### src/rtl/load_store_unit.sv
// Load/store unit: initiator side of a word-wide data memory.
// Performs byte/halfword extraction with sign/zero extension on loads,
// read-modify-write for SB/SH, and illegal-funct3 / misalignment / range checks.
module load_store_unit #(
    parameter int MEM_WORDS = 1024
) (
    input  logic        clock,
    input  logic        reset_n,
    input  logic        req_valid,
    output logic        req_ready,
    input  logic        req_write,
    input  logic [2:0]  req_funct3,
    input  logic [31:0] req_addr,
    input  logic [31:0] req_wdata,
    output logic        resp_valid,
    output logic [31:0] resp_rdata,
    output logic        resp_misaligned,
    output logic        resp_fault,
    output logic [31:0] Addr,
    output logic [31:0] WriteData,
    output logic        MemWrite,
    output logic        MemRead,
    input  logic [31:0] ReadData
);

    typedef enum logic [1:0] {
        S_IDLE = 2'd0,
        S_RD   = 2'd1,
        S_WR   = 2'd2,
        S_RESP = 2'd3
    } state_t;

    // First byte address past the end of memory (33 bits so it cannot wrap).
    localparam logic [32:0] ADDR_LIMIT = 33'(MEM_WORDS) * 33'd4;

    state_t      state_q;
    logic [31:0] addr_q;
    logic [31:0] wdata_q;
    logic [2:0]  funct3_q;
    logic        write_q;
    logic        resp_valid_q;
    logic [31:0] resp_rdata_q;
    logic        resp_mis_q;
    logic        resp_fault_q;
    logic        mem_read_q;
    logic        mem_write_q;
    logic [31:0] wdata_out_q;

    logic        illegal_d;
    logic        misaligned_d;
    logic        range_d;

    // Select the addressed lane of a memory word and extend it to 32 bits.
    function automatic logic [31:0] extend_load(input logic [31:0] word,
                                                input logic [2:0]  f3,
                                                input logic [1:0]  lo);
        logic [7:0]  b;
        logic [15:0] h;
        logic [31:0] r;
        case (lo)
            2'd0:    b = word[7:0];
            2'd1:    b = word[15:8];
            2'd2:    b = word[23:16];
            default: b = word[31:24];
        endcase
        h = lo[1] ? word[31:16] : word[15:0];
        case (f3)
            3'b000:  r = {{24{b[7]}}, b};
            3'b100:  r = {24'd0, b};
            3'b001:  r = {{16{h[15]}}, h};
            3'b101:  r = {16'd0, h};
            default: r = word;
        endcase
        return r;
    endfunction

    // Replace the addressed byte/half lane of the old word with store data.
    function automatic logic [31:0] merge_store(input logic [31:0] word,
                                                input logic [31:0] wd,
                                                input logic [2:0]  f3,
                                                input logic [1:0]  lo);
        logic [31:0] r;
        r = word;
        if (f3[1:0] == 2'b00) begin
            case (lo)
                2'd0:    r[7:0]   = wd[7:0];
                2'd1:    r[15:8]  = wd[7:0];
                2'd2:    r[23:16] = wd[7:0];
                default: r[31:24] = wd[7:0];
            endcase
        end else if (f3[1:0] == 2'b01) begin
            if (lo[1]) begin
                r[31:16] = wd[15:0];
            end else begin
                r[15:0] = wd[15:0];
            end
        end else begin
            r = wd;
        end
        return r;
    endfunction

    // Classify the incoming request; priority is applied where these are consumed.
    always_comb begin
        illegal_d    = 1'b0;
        misaligned_d = 1'b0;
        range_d      = 1'b0;
        if (req_write) begin
            illegal_d = req_funct3[2] | (req_funct3[1:0] == 2'b11);
        end else begin
            illegal_d = (req_funct3 == 3'b011) || (req_funct3 == 3'b110) ||
                        (req_funct3 == 3'b111);
        end
        if (req_funct3[1:0] == 2'b01) begin
            misaligned_d = req_addr[0];
        end else if (req_funct3[1:0] == 2'b10) begin
            misaligned_d = (req_addr[1:0] != 2'b00);
        end else begin
            misaligned_d = 1'b0;
        end
        range_d = ({1'b0, req_addr} >= ADDR_LIMIT);
    end

    // Request FSM with all memory-port and response outputs registered.
    always_ff @(posedge clock or negedge reset_n) begin
        if (!reset_n) begin
            state_q      <= S_IDLE;
            addr_q       <= 32'd0;
            wdata_q      <= 32'd0;
            funct3_q     <= 3'd0;
            write_q      <= 1'b0;
            resp_valid_q <= 1'b0;
            resp_rdata_q <= 32'd0;
            resp_mis_q   <= 1'b0;
            resp_fault_q <= 1'b0;
            mem_read_q   <= 1'b0;
            mem_write_q  <= 1'b0;
            wdata_out_q  <= 32'd0;
        end else begin
            // Pulses and strobes default low; only the transitions below raise them.
            resp_valid_q <= 1'b0;
            resp_rdata_q <= 32'd0;
            resp_mis_q   <= 1'b0;
            resp_fault_q <= 1'b0;
            mem_read_q   <= 1'b0;
            mem_write_q  <= 1'b0;
            wdata_out_q  <= 32'd0;
            case (state_q)
                S_IDLE: begin
                    if (req_valid) begin
                        addr_q   <= req_addr;
                        wdata_q  <= req_wdata;
                        funct3_q <= req_funct3;
                        write_q  <= req_write;
                        if (illegal_d || range_d) begin
                            // Illegal funct3 wins over misalignment; range is checked last
                            // but also reports through the fault flag.
                            resp_fault_q <= illegal_d | ~misaligned_d;
                            resp_mis_q   <= ~illegal_d & misaligned_d;
                            resp_valid_q <= 1'b1;
                            state_q      <= S_RESP;
                        end else if (misaligned_d) begin
                            resp_mis_q   <= 1'b1;
                            resp_valid_q <= 1'b1;
                            state_q      <= S_RESP;
                        end else if (req_write && (req_funct3[1:0] == 2'b10)) begin
                            mem_write_q  <= 1'b1;
                            wdata_out_q  <= req_wdata;
                            state_q      <= S_WR;
                        end else begin
                            mem_read_q   <= 1'b1;
                            state_q      <= S_RD;
                        end
                    end else begin
                        state_q <= S_IDLE;
                    end
                end
                S_RD: begin
                    // The memory word is consumed directly at the end of the read cycle.
                    if (write_q) begin
                        mem_write_q  <= 1'b1;
                        wdata_out_q  <= merge_store(ReadData, wdata_q, funct3_q, addr_q[1:0]);
                        state_q      <= S_WR;
                    end else begin
                        resp_valid_q <= 1'b1;
                        resp_rdata_q <= extend_load(ReadData, funct3_q, addr_q[1:0]);
                        state_q      <= S_RESP;
                    end
                end
                S_WR: begin
                    resp_valid_q <= 1'b1;
                    state_q      <= S_RESP;
                end
                S_RESP: begin
                    state_q <= S_IDLE;
                end
                default: begin
                    state_q <= S_IDLE;
                end
            endcase
        end
    end

    assign req_ready       = (state_q == S_IDLE);
    assign resp_valid      = resp_valid_q;
    assign resp_rdata      = resp_rdata_q;
    assign resp_misaligned = resp_mis_q;
    assign resp_fault      = resp_fault_q;
    assign Addr            = {addr_q[31:2], 2'b00};
    assign WriteData       = wdata_out_q;
    assign MemWrite        = mem_write_q;
    assign MemRead         = mem_read_q;

endmodule

### config.mk
export PLATFORM = sky130hd
export DESIGN_NAME = load_store_unit
export DESIGN_NICKNAME = d
export VERILOG_FILES = /design/src/rtl/load_store_unit.sv
export SDC_FILE = /design/constraint.sdc
export NUM_CORES = 1
export LEC_CHECK = 0
export BUFFER_PORTS_ARGS = -buffer_cell sky130_fd_sc_hd__buf_2
export CELL_PAD_IN_SITES_DETAIL_PLACEMENT = 0
export CELL_PAD_IN_SITES_GLOBAL_PLACEMENT = 1
export CORE_MARGIN = 2
export CORE_UTILIZATION = 41
export CTS_BUF_LIST = sky130_fd_sc_hd__clkbuf_4 sky130_fd_sc_hd__clkbuf_8 sky130_fd_sc_hd__clkbuf_16
export DETAILED_ROUTE_END_ITERATION = 8
export MAX_ROUTING_LAYER = met4
export PLACE_DENSITY = 0.85
export SLEW_MARGIN = 10
export SYNTH_ARGS = -nofsm -noshare
export SYNTH_HDL_FRONTEND = slang
export SYNTH_SLANG_ARGS = --single-unit
### constraint.sdc
create_clock -name clock -period 3.77 [get_ports clock]
set_input_delay 0.754 -clock clock [delete_from_list [all_inputs] [get_ports clock]]
set_output_delay 0.754 -clock clock [all_outputs]
set_load 0.05 [all_outputs]
==> flow_metrics.tcl <==
set metrics [dict create \
    outcome "finished, final reports clean" \
    fin_cells 1082 \
    critPathRequiredTime_ps 4040 \
    hp-class "in -> async" \
    synthArstFlopShare_pct 100 \
    end_kind "flop" \
    dpl.cell_count 1050 \
    rows 46 \
    maxCapViolCount 0 \
    initial_utilization_pct 41.8 \
    dieArea_mm2 0.0172 \
    yosysSeqAreaShare_pct 52.6 \
    ios 205 \
    path_class "reg -> reg" \
    cts_root_buf "clkbuf_16" \
    portBuffers 202 \
    fin_crit_sh_pct 67.5 \
    syn_area_mm2 0.00661 \
    syn_to_final_growth_pct 22.9 \
    placed_cell_area_mm2 0.00755 \
    crit_fanout 29 \
    grt_pass1_vias 5574 \
    grt_max_degree 84 \
    fmax_ghz 0.393 \
    die_x_um 131 \
    cts.path.max_buffers 2 \
    path_clk_slew_ps 50 \
    ctsHtreeMaxLevel 4 \
    diodes 0 \
    synth_warnings 0 \
    cts_hold_buffers 0 \
    grt_pass1_wl_um 29800 \
    layout_setup_ws_ps 1230 \
    route.detailed.drc 0 \
    reg2regPathDepth 5 \
    gp_congestion 0.903 \
    drtAntennaViolNets 0 \
    final_core_util_pct 51.3 \
    synth_seq_cells 139 \
    clock_sinks 139 \
    setup_violations 0 \
    clk_latency_ps 420 \
    design_area_mm2 0.00813 \
    num_vias 5866 \
    ys_types 47 \
    final_nets 960 \
    setup_tns_ps 0 \
    cts_buffers 17 \
    synth_edf_count 0 \
    hold_violations 0 \
    drv_slew 0 \
    leakagePower_nw 4.34 \
    tightest_slew_ps 1060 \
    coreArea_mm2 0.0158 \
    max-slew-margin-rel_pct 29.1 \
    syn_area_per_cell_um2 9.43 \
    wl_per_cell_um 17.7 \
    antenna_found_initial 0 \
    gr-total-overflow 0 \
    post-cts-setup-buffers 0 \
    power.total_mw 7.56 \
    vdd_drop_max_v 0.000534 \
    ys.flop_type "dfrtp_1" \
    grtUsageTotal_pct 23.7 \
    wl_um 19200 \
    r2r-start "addr_q[1]" \
    layout-drive-gt1-share_pct 30.4 \
    regToRegEndpoint "WriteData[6]" \
    power_per_cell_area_mw_per_mm2 930 \
    drt_iter0_drc 480 \
    die_h_um 131 \
    hpwl_um 13700 \
    cts_tree "built" \
    crit_path_start_kind "flop" \
    cp.arrival_ps 2810 \
    period_needed_ps 2540 \
    ff2ff_setup_slack_ps 1230 \
    vias_per_cell 5.42 \
    syn_inst 701 \
    pre_cts_slack_ps 1230 \
    rsz0062_at_grt "false" \
    cts_resized 0 \
    clock_skew_ps 9.68 \
    first_pass_iters 5 \
    whs_ps 385 \
]
layout make-up:
cell class	instances	area (um^2)
timing repair buffer	213	1120
multi-input combinational	461	2590
tap	216	270
inverter	21	78.8
fill	1486	7700
sequential	139	3480
clock inverter	12	124
clock buffer	20	454
placed cells by master, fill, tap and decap left out, types with 2 or more instances in the layout:
master	count
a2bb2oi_1	3
nor4_2	2
nor2_1	19
and3_1	8
conb_1	2
o221ai_1	15
a221oi_1	15
ha_1	4
clkinv_2	5
buf_12	2
a32o_1	8
a21oi_1	6
clkinvlp_4	4
o22ai_1	42
nor2b_1	11
mux2_2	9
bufinv_16	2
buf_2	201
o211ai_1	8
nand2_1	204
inv_1	21
o21ai_0	34
and2_1	5
clkbuf_4	2
nand2b_1	3
buf_4	9
clkbuf_16	17
nor4_1	3
nor3_1	2
dfrtp_1	139
a211oi_1	23
a21o_1	16
logic make-up (layout without fill, tap and decap cells):
family                     after synthesis  in the layout  synth area share [%]
buffers and inverters                  102            266                  8.23
xor gates and xnor gates                 1              1                 0.133
other                                    1              2                0.0567
AOI/OAI and AO/OA                      177            177                  19.1
muxes                                   11             11                  2.03
and+or+nand+nor                        266            266                  17.1
adders and majority gates                4              4                 0.757
DFF                                    139            139                  52.6
where the power goes:
| group | internal (mW) | total, mW | leakage (nW) | switching, mW |
|---|---|---|---|---|
| Clock | 0.998 | 1.62 | 0.278 | 0.623 |
| Sequential | 2.01 | 2.43 | 1.82 | 0.414 |
| Combinational | 0.948 | 3.51 | 2.24 | 2.57 |
| Total | 3.96 | 7.56 | 4.34 | 3.60 |
synthesized netlist by cell type, types with 2 or more instances:
master,n,area share [%]
buf_1,4,0.23
ha_1,4,0.76
inv_1,21,1.2
o22ai_1,42,4.0
clkbuf_1,37,2.1
nor2b_1,11,1.0
dfrtp_1,139,53
a2bb2oi_1,3,0.40
nor3_1,2,0.15
nor4_2,2,0.38
a32o_1,8,1.2
nor2_1,19,1.1
mux2_2,9,1.5
and3_1,8,0.76
nor4_1,3,0.28
o221ai_1,15,2.0
nand2b_1,3,0.28
buf_4,33,3.7
and2_1,6,0.57
buf_2,3,0.23
a21o_1,16,1.8
a21oi_1,6,0.45
a211oi_1,23,2.6
nand2_1,205,12
o211ai_1,8,0.91
a221oi_1,15,2.0
buf_6,3,0.51
o21ai_0,34,2.6
worst max path at each step:
stage | from | end | slack [ps] | depth (start not counted)
finish | addr_q[1] | WriteData[6] | 1230 | 5
floorplan | req_addr[24] | state_q[0] | 1600 | 6
global placement | req_addr[12] | state_q[0] | 1270 | 6
CTS | addr_q[1] | resp_rdata[24] | 1260 | 4
global route | addr_q[1] | resp_rdata[17] | 1050 | 4
detailed placement | req_addr[12] | WriteData[10] | 1230 | 6
sequential cells by signal, summed over array words and instances, names as in the netlist:
name             count
funct3_q             3
resp_rdata          32
resp_misaligned      1
wdata_q             32
addr_q              32
MemRead              1
write_q              1
MemWrite             1
state_q              2
resp_fault           1
WriteData           32
resp_valid           1
worst max-delay path, cell delays in order (launching register included):
cell	delay (ps)
dfrtp_1	700
buf_4	350
nor2b_1	590
nor2_1	340
o221ai_1	280
o22ai_1	130
layer usage:
metal / vias up / global-route usage, % / part of all wire (%)
li1: 2716 / - / -
met1: 2814 / 32.4 / 44
met2: 302 / 35.0 / 46
met3: 34 / 5.01 / 7.9
met4: 0 / 8.45 / 2.2
met5: - / - / 0
Note: power is estimated with default switching activity, not from simulation.
